### src/rtl/multicycle_ctrl.sv
// Multicycle instruction sequencer: FETCH/DECODE/EXEC/MEM/WB with a bounded memory-handshake watchdog.
// Latency 3-5 cycles plus memory waits; stalls while imem/dmem withhold ready, traps on timeout.
module multicycle_ctrl #(
   parameter int MEM_TIMEOUT = 16
) (
   input  logic        clk,
   input  logic        rst_n,
   input  logic        run,
   output logic        imem_req,
   input  logic        imem_ready,
   output logic        ir_we,
   input  logic        dec_reg_write,
   input  logic        dec_mem_read,
   input  logic        dec_mem_write,
   input  logic        dec_illegal,
   output logic        dmem_req,
   output logic        dmem_we,
   input  logic        dmem_ready,
   output logic        rf_we,
   output logic        pc_we,
   output logic [2:0]  state,
   output logic [31:0] instr_cnt,
   output logic        trap
);

   localparam int CW = $clog2(MEM_TIMEOUT + 1);

   typedef enum logic [2:0] {
      S_FETCH  = 3'd0,
      S_DECODE = 3'd1,
      S_EXEC   = 3'd2,
      S_MEM    = 3'd3,
      S_WB     = 3'd4,
      S_TRAP   = 3'd7
   } state_t;

   state_t         cur, nxt;
   logic [CW-1:0]  wait_cnt, wait_nxt;
   logic           lat_rw, lat_mr, lat_mw;
   logic           timed_out;

   assign timed_out = (wait_cnt == CW'(MEM_TIMEOUT));
   assign state     = cur;
   assign trap      = (cur == S_TRAP);

   always_comb begin
      nxt      = cur;
      imem_req = 1'b0;
      ir_we    = 1'b0;
      dmem_req = 1'b0;
      dmem_we  = 1'b0;
      rf_we    = 1'b0;
      pc_we    = 1'b0;
      case (cur)
         S_FETCH: begin
            // once a fetch has started waiting it stays requested even if run drops
            imem_req = run | (wait_cnt != '0);
            if (imem_req) begin
               if (imem_ready) begin
                  ir_we = 1'b1;
                  nxt   = S_DECODE;
               end else if (timed_out) begin
                  nxt = S_TRAP;
               end
            end
         end
         S_DECODE: begin
            if (dec_illegal | (dec_mem_read & dec_mem_write))
               nxt = S_TRAP;
            else
               nxt = S_EXEC;
         end
         S_EXEC: begin
            if (lat_mr | lat_mw) begin
               nxt = S_MEM;
            end else if (lat_rw) begin
               nxt = S_WB;
            end else begin
               pc_we = 1'b1;
               nxt   = S_FETCH;
            end
         end
         S_MEM: begin
            dmem_req = 1'b1;
            dmem_we  = lat_mw;
            if (dmem_ready) begin
               if (lat_mr) begin
                  nxt = S_WB;
               end else begin
                  pc_we = 1'b1;
                  nxt   = S_FETCH;
               end
            end else if (timed_out) begin
               nxt = S_TRAP;
            end
         end
         S_WB: begin
            rf_we = 1'b1;
            pc_we = 1'b1;
            nxt   = S_FETCH;
         end
         S_TRAP:  nxt = S_TRAP;
         default: nxt = S_TRAP;
      endcase
      // outputs follow reset immediately rather than waiting for the state flop
      if (!rst_n) begin
         imem_req = 1'b0;
         ir_we    = 1'b0;
         dmem_req = 1'b0;
         dmem_we  = 1'b0;
         rf_we    = 1'b0;
         pc_we    = 1'b0;
      end
   end

   always_comb begin
      wait_nxt = wait_cnt;
      if ((nxt != cur) && ((nxt == S_FETCH) || (nxt == S_MEM)))
         wait_nxt = '0;
      else if (((imem_req & ~imem_ready) | (dmem_req & ~dmem_ready)) && !timed_out)
         wait_nxt = wait_cnt + CW'(1);
   end

   always_ff @(posedge clk or negedge rst_n) begin
      if (!rst_n) begin
         cur       <= S_FETCH;
         wait_cnt  <= '0;
         lat_rw    <= 1'b0;
         lat_mr    <= 1'b0;
         lat_mw    <= 1'b0;
         instr_cnt <= '0;
      end else begin
         cur      <= nxt;
         wait_cnt <= wait_nxt;
         if (cur == S_DECODE) begin
            lat_rw <= dec_reg_write;
            lat_mr <= dec_mem_read;
            lat_mw <= dec_mem_write;
         end
         if (pc_we)
            instr_cnt <= instr_cnt + 32'd1;
      end
   end

endmodule

### config.mk
export PLATFORM = sky130hd
export DESIGN_NAME = multicycle_ctrl
export DESIGN_NICKNAME = d
export VERILOG_FILES = /design/src/rtl/multicycle_ctrl.sv
export SDC_FILE = /design/constraint.sdc
export NUM_CORES = 1
export LEC_CHECK = 0
export BUFFER_PORTS_ARGS = -buffer_cell sky130_fd_sc_hd__buf_2
export CORE_MARGIN = 1.5
export CORE_UTILIZATION = 54
export DETAILED_ROUTE_END_ITERATION = 12
export GPL_ROUTABILITY_DRIVEN = 0
export PLACE_DENSITY = 0.77
export SLEW_MARGIN = 20
export SYNTH_ARGS = -nofsm -noshare
export SYNTH_HDL_FRONTEND = slang
export SYNTH_SLANG_ARGS = --single-unit
export TNS_END_PERCENT = 50
### constraint.sdc
create_clock -name clk -period 2.3 [get_ports clk]
set_input_delay 0.46 -clock clk [delete_from_list [all_inputs] [get_ports clk]]
set_output_delay 0.46 -clock clk [all_outputs]
set_load 0.1 [all_outputs]
[After elaboration in Yosys (flattened, before gate mapping)]
Cells that the tools add are included.
Word-level totals
  bits of input ports: 9
  output and inout port bits: 42
  memory bits (writable): 0
  word-level logic and storage cells: 62
  flip-flop bits (word level): 43
  memories: 0
  bits in latches: 0
  ROM bits: 0
Operators by class
  shift-type cells: 0
  multiplexer cells: 29
  add/subtract/negate cells: 2
  $lt $le $gt $ge: 0
  equal/unequal tests: 8
  bitwise logic cells: 9
  $mul: 0
  reduce and logical (&&, ||, !) cells: 8
  div/mod/pow operators: 0
Operator list (number)
  $add A32 B1 Y32 const B: 1
  $mux W3: 8
  $mux W1: 17
  $pmux W3 S5: 1
  $mux W5: 2
  $eq A3 B2 Y1 const B: 3
  $eq A3 B3 Y1 const B: 2
  $logic_not A3 Y1: 2
  $add A5 B1 Y5 const B: 1
  $eq A5 B5 Y1 const B: 1
  $reduce_bool A5 Y1: 1
  $or A1 B1 Y1: 4
  $and A1 B1 Y1: 3
  $eq A3 B1 Y1 const B: 1
  $ne A3 B3 Y1: 1
  $pmux W1 S3: 1
  $logic_and A1 B1 Y1: 2
  $not A1 Y1: 2
  $reduce_bool A2 Y1: 1
  $logic_not A1 Y1: 1
  $logic_or A1 B1 Y1: 1

[Logic depth before layout (Yosys ltp)]
Gate-level depths: netlist of run 1.
  depth in word-level cells: 9
  gate-level depth with buffers: 7
  depth with buffers taken out: 7

[Worst setup path before layout of run 1]
Ideal clock, no wire load.
  path type: register -> output
  start point: reg cur[2], in the netlist state[2]
  end point: out ir_we
  buffers on the path: 1
  setup slack: -1165 ps
  arrival: 3005 ps
  cell stages (with the launch flop): 5
  required time: 1840 ps
  path through: dfrtp_1 -> buf_4 -> nor3_1 -> o211a_1 -> and2_1
On the way
  word-level cells in the longest chain between the ends: 3
Ends and longest elaborated chain
  from (decl): line 37  | state_t cur, nxt;
  from (signal assigned): line 133  | cur <= nxt;
  $logic_not A3 Y1: line 54  | case (cur)
  $mux W1: line 54
  $mux W1: line 106  | if (!rst_n) begin
  to (decl): line 11  | output logic ir_we,
No other way between the ends.

[Worst setup path after layout of run 1]
  start point: reg wait_cnt[0]
  end point: out ir_we
On the way
  word-level cells in the longest chain between the ends: 5
Ends and longest elaborated chain
  from (decl): line 38  | logic [CW-1:0] wait_cnt, wait_nxt;
  from (signal assigned): line 134  | wait_cnt <= wait_nxt;
  $reduce_bool A5 Y1: line 57  | imem_req = run | (wait_cnt != '0);
  $or A1 B1 Y1: line 57
  $mux W1: line 58  | if (imem_req) begin
  $mux W1: line 54
  $mux W1: line 106
No other way between the ends.

==> results of run 1 <==
==> state kept, by name, indices dropped and copies added, names as in the netlist <==
signal and flops:
instr_cnt 32, wait_cnt 5, lat_mr 1, state 3, lat_rw 1, lat_mw 1
==> layout make-up <==
cell class	instances	area [um^2]
multi-input cells	159	1240
flip-flops and latches	43	1080
fillers	305	1060
repair buffers	66	475
clock buffers	6	72.6
well taps	50	62.6
clock inverters	2	60.1
inverters	11	41.3
==> where the power goes <==
part | internal (W) | total (W) | leakage, nW | switching [W]
Sequential | 0.000861 | 0.00102 | 0.546 | 0.000160
Combinational | 0.000471 | 0.00153 | 0.856 | 0.00106
Clock | 0.000434 | 0.000689 | 0.0654 | 0.000255
Total | 0.00177 | 0.00324 | 1.47 | 0.00148
==> cells in the final DEF (no fill, tap or decap), types with 7 or more instances in the layout <==
master	synthesis	layout
buf_12	0	7
xor2_1	18	18
nor3_2	8	10
nand2_1	13	13
buf_2	3	44
dfrtp_1	43	39
buf_4	1	14
xnor2_1	16	16
nand3_1	13	13
nor2_1	12	12
inv_1	11	9
==> through the flow <==
stage	instance area (um^2)	setup TNS, ns	total power [W]
global route	3030	-0.148	0.00341
finish	3030	-0.0924	0.00324
global placement	2810	0	0.00248
detailed placement	2810	0	0.00249
floorplan	2380	-1.20	0.00217
CTS	3000	-0.107	0.00323
==> synth_stat cells (all sizes together) (3+ instances only) <==
| cell | n |
|---|---|
| dfrtp | 43 |
| xor2 | 18 |
| xnor2 | 16 |
| nor3 | 15 |
| nand2 | 13 |
| nand3 | 13 |
| nor2 | 12 |
| inv | 11 |
| a21oi | 6 |
| and3 | 6 |
| o21ai | 6 |
| and4 | 5 |
| buf | 5 |
| mux2 | 5 |
| and2 | 4 |
| nand4 | 4 |
| o2111ai | 4 |
| a32oi | 3 |
| ha | 3 |
| mux2i | 3 |
| or3 | 3 |
==> layer usage <==
metal | track usage [%] | vias to the layer above | wire (um)
met5 | 0 | - | 0
met4 | 11.5 | 0 | 110
met3 | 5.84 | 12 | 189
met2 | 39.8 | 41 | 2500
met1 | 30.3 | 907 | 2200
li1 | - | 913 | -
==> kinds of logic (layout without fill, tap and decap cells) <==
family	count (synthesis)	after routing	share of synthesized area [%]
AND/OR/NAND/NOR	84	84	22.8
multiplexers	8	8	3.67
adder cells (fa/ha/maj)	3	3	1.60
AO/OA/AOI/OAI	30	30	9.90
buffers and inverters	18	85	3.51
XOR/XNOR	34	34	12.7
flip-flops	43	43	45.8
==> worst register-to-register path, cell delays in order (launching register included) <==
cell and delay, ns:
dfrtp_1 0.39, inv_2 0.09, ha_4 0.13, or4b_4 0.46, buf_4 0.16, o2111a_2 0.27
o21ai_0 0.22, mux2i_1 0.25, a21oi_1 0.06
==> final timing paths <==
path / slack (ns) / endpoint / cells after the start
min in group clk: 0.39 / lat_rw / 2
worst min-delay path: 0.16 / wait_cnt[0] / 2
worst min register to register: 0.48 / instr_cnt[31] / 1
worst max-delay path: -0.09 / ir_we / 6
max in group asynchronous: 1.42 / state[1] / 2
worst max register to register: 0.14 / wait_cnt[2] / 8
==> repair_timing <==
item,4_1_cts,5_1_grt
resized for setup,4,2
gates cloned,0,0
endpoints found under the setup margin,2,3
hold buffers,1,0
pin swaps,2,2
buffers inserted,5,3
endpoints found under the hold margin,5,0
==> results.json, run 1 <==
{
  "maxSlewViolCount": 0,
  "cp_cell_sequence": "inv_2 > ha_4 > or4b_4 > o211a_4 > and2_4 > buf_12",
  "synth_warnings": 0,
  "layoutNonFillerInstCount": 337,
  "synth_area_per_cell_um2": 10.7,
  "n_antenna_cell": 0,
  "netlist_area_um2": 2350,
  "start_util_pct": 57.5,
  "synth_edf_count": 0,
  "power_per_cell_area_nw_per_um2": 1070,
  "dp.cells": 320,
  "top_level_ports": 51,
  "crit_family": "simple AND/OR/NAND/NOR gates",
  "crit_buf_inv": 2,
  "slew_headroom_pct": 67.5,
  "first_iter_violations": 101,
  "finalSetupViolCount": 1,
  "end_kind": "primary output",
  "max-cap-violations": 0,
  "leakage_nw": 1.47,
  "tritoncts": "built",
  "synth_top_area_share_pct": 45.8,
  "period_needed_ns": 2.39,
  "h-tree-depth": 2,
  "clk_pin_slew_ns": 0.08,
  "crit_path_max_incr_delay_ns": 0.46,
  "die_y_um": 69.0,
  "peakVddDrop_v": 0.00109,
  "start_kind": "flip-flop",
  "drt-total-wl_mm": 5.00,
  "hold_path_class": "primary input to async pin",
  "vias": 1873,
  "drt-vias-per-instance": 5.56,
  "synthTopCellsByArea": "dfrtp_1 (46%), xor2_1 (6.7%), xnor2_1 (6.0%), nor3_2 (3.4%), nand3_1 (2.8%)",
  "cp-startpoint": "wait_cnt[0]",
  "slowest_stage": "or4b_4",
  "gr-total-overflow": 0,
  "timing.rr.start": "wait_cnt[0]",
  "whs_ns": 0.161,
  "cp.required_ns": 1.84,
  "crit_type": "flip-flop to primary output",
  "utilization_pct": 74.2,
  "fmax_ghz": 0.418,
  "cts_buffers": 5,
  "finalHoldViolCount": 0,
  "design.core.area_um2": 4090,
  "first_pass_iters": 4,
  "dp_hpwl_mm": 3.62,
  "syn_inst": 220,
  "async_flop_share_pct": 100,
  "area_growth_syn_to_layout_pct": 29.0,
  "grt_util_all_layers_pct": 24.3,
  "post_synth_num_cell_types": 48,
  "antenna_left": 0,
  "violations": "setup timing",
  "synth_seq_area_share_pct": 45.8,
  "cts_root_buffer": "clkbuf_8",
  "tightest_slew_ns": 0.490,
  "pre_cts_slack_ns": 0.100,
  "dieArea_um2": 4760,
  "cts.sinks": 43,
  "rsz0062_at_grt": "true",
  "grt_start_max_net_pins": 18,
  "grt_pass1_vias": 1813,
  "grt_pass1_wl_mm": 8.32,
  "synthFlopType": "dfrtp_1",
  "yosys_register_bits": 43,
  "die_w_um": 69.0,
  "synth_fp_nets": 232,
  "clk_latency_ns": 0.30,
  "timing.final.crit_share_pct": 104,
  "status": "finished with violations",
  "cts_buffer_depth": 2,
  "post_drt_wl_per_cell_um": 14.8,
  "row_count": 23,
  "route.detailed.drc": 0,
  "cp_max_fo": 2,
  "yosys.area.top_type": "dfrtp_1",
  "antenna_found_initial": 0,
  "finalClockSkew_ns": 0.00747,
  "portBuffers": 50,
  "final_nets": 298,
  "drive_gt1_share_pct": 39.4,
  "arrival_ns": 1.93,
  "setup_slack_ns": -0.0924
}
No activity file was read; power rests on OpenSTA's default activity.
==> inputs of run 2 (changes only) <==
--- a/config.mk
+++ b/config.mk
@@ -11,6 +11,7 @@
 export DETAILED_ROUTE_END_ITERATION = 12
 export GPL_ROUTABILITY_DRIVEN = 0
 export PLACE_DENSITY = 0.77
+export REMOVE_ABC_BUFFERS = 1
 export SLEW_MARGIN = 20
 export SYNTH_ARGS = -nofsm -noshare
 export SYNTH_HDL_FRONTEND = slang
==> run 2 against run 1 <==
Against the previous run: the run still ends with setup timing left; largest cell class unchanged; fmax grew 2.1%; global-route usage shrank 2.9 points; die area is the same; non-clock buffer count grew 1; register-to-register slack gained 0.07 ns; largest power group unchanged; sequential share of layout area grew 0.98 points.
==> results.json, run 2 (synthesized netlist as in run 1, its figures left out) <==
{
  "status": "finished with violations",
  "violations": "setup timing",
  "gr-total-overflow": 0,
  "drt-vias-per-instance": 5.58,
  "setup_tns_ns": -0.0807,
  "end_kind": "primary output",
  "fin_area_um2": 2940,
  "leakage_nw": 1.45,
  "first_iter_violations": 110,
  "die_y_um": 69.0,
  "final_common_cell": "buf_2",
  "whs_ns": 0.119,
  "setup_slack_ns": -0.0434,
  "top_level_ports": 51,
  "slew_headroom_pct": 67.4,
  "area_growth_syn_to_layout_pct": 25.2,
  "die_w_um": 69.0,
  "pre_cts_slack_ns": 0.0579,
  "crit_type": "flip-flop to primary output",
  "crit_path_max_incr_delay_ns": 0.45,
  "max-cap-violations": 0,
  "arrival_ns": 1.88,
  "top_register": "instr_cnt",
  "dp_hpwl_mm": 3.41,
  "portBuffers": 50,
  "r2r_cells": 8,
  "clock_power_share_pct": 15.2,
  "period_needed_ns": 2.34,
  "route.detailed.drc": 0,
  "h-tree-depth": 2,
  "cts_buffers": 5,
  "placed_area_um2": 2790,
  "fmax_ghz": 0.427,
  "finalClockSkew_ns": 0.00619,
  "switching_share_pct": 48.6,
  "timing.rr.start": "wait_cnt[0]",
  "vias": 1886,
  "rsz0062_at_grt": "true",
  "seqPwrFrac_pct": 33.6,
  "finalSetupViolCount": 2,
  "cp_cell_sequence": "inv_2 > ha_4 > or4b_4 > o211a_1 > and2_4 > buf_12",
  "dieArea_um2": 4760,
  "internal-power_w": 0.00154,
  "post_drt_wl_per_cell_um": 13.9,
  "hold_path_class": "primary input to async pin",
  "grt_util_all_layers_pct": 21.5,
  "slowest_stage": "or4b_4",
  "n_antenna_cell": 0,
  "final_cell_mix": "buf_2 (44), dfrtp_1 (41), xor2_1 (18)",
  "tightest_slew_ns": 0.489,
  "clk_latency_ns": 0.29,
  "drt-total-wl_mm": 4.69,
  "drive_gt1_share_pct": 36.5,
  "antenna_left": 0,
  "start_util_pct": 57.5,
  "first_pass_iters": 4,
  "p_sw_w": 0.00146,
  "cts_buffer_depth": 2,
  "cts_root_buffer": "clkbuf_8",
  "clk_pin_slew_ns": 0.08,
  "utilization_pct": 72.0,
  "final_nets": 299,
  "cts.sinks": 43,
  "reg2reg_to": "wait_cnt[1]",
  "cp.required_ns": 1.84,
  "peakVddDrop_v": 0.000817,
  "tritoncts": "built",
  "start_kind": "flip-flop",
  "grt_pass1_vias": 1733,
  "rrSetupSlack_ns": 0.21,
  "cp_max_fo": 2,
  "finalHoldViolCount": 0,
  "ctsHoldBuffers": 0,
  "pwr-share-comb_pct": 51.2,
  "grt_pass1_wl_mm": 7.58,
  "timing.final.crit_share_pct": 102,
  "largest_reg_flops": 32,
  "design.core.area_um2": 4090,
  "grt_start_max_net_pins": 21,
  "antenna_found_initial": 0,
  "power_per_cell_area_nw_per_um2": 1020,
  "row_count": 23,
  "maxSlewViolCount": 0
}
## run 2: layer usage
metal	GRT usage (%)	vias to the layer above	share of wire [%]
li1	-	911	-
met1	28.0	927	45
met2	34.9	43	49
met3	4.87	5	4.4
met4	8.09	0	1.3
met5	0	-	0
## run 2: worst max-delay path by stage
stage,slack [ns],to,cells past startpoint,startpoint
after floorplan,-1.11,dmem_we,2,state[0]
after global placement,0.1,ir_we,6,wait_cnt[0]
after detailed placement,0.06,ir_we,6,wait_cnt[0]
after CTS,-0.06,ir_we,6,wait_cnt[1]
after global routing,-0.10,ir_we,6,wait_cnt[1]
final,-0.04,ir_we,6,wait_cnt[0]
## run 2: power groups by stage
stage	Sequential, W	Clock (W)	Combinational [W]
2_1_floorplan	0.00145	0	0.000657
3_3_place_gp	0.00101	0	0.00146
3_5_place_dp	0.00102	0	0.00147
4_1_cts	0.00100	0.000466	0.00153
5_1_grt	0.00103	0.000499	0.00162
6_report	0.00101	0.000455	0.00153
## run 2: through the flow
stage               cells  power, W
finish                338   0.00300
global route          338   0.00316
CTS                   337   0.00300
detailed placement    323   0.00249
global placement      323   0.00247
floorplan             213   0.00211
## run 2: final cells by class
cell class / instances / area [um^2]
multi-input cells: 159 / 1210
fillers: 298 / 1140
repair buffers: 67 / 468
clock buffers: 7 / 76.3
flip-flops and latches: 43 / 1080
well taps: 50 / 62.6
clock inverters: 1 / 5.00
inverters: 11 / 41.3
## run 2: what timing repair did
action / CTS / global route
gates resized for setup: 5 / 3
buffers inserted: 6 / 1
endpoints found under the setup margin: 2 / 3
cloned: 0 / 0
pin swaps: 3 / 1
## run 2: worst max-delay path, delay by kind of cell, from the launching register on
kind,cells,cell delay [ns]
DFF,1,0.39
buffers and inverters,2,0.24
adders and majority gates,1,0.12
and+or+nand+nor,2,0.60
AOI/OAI and AO/OA,1,0.24
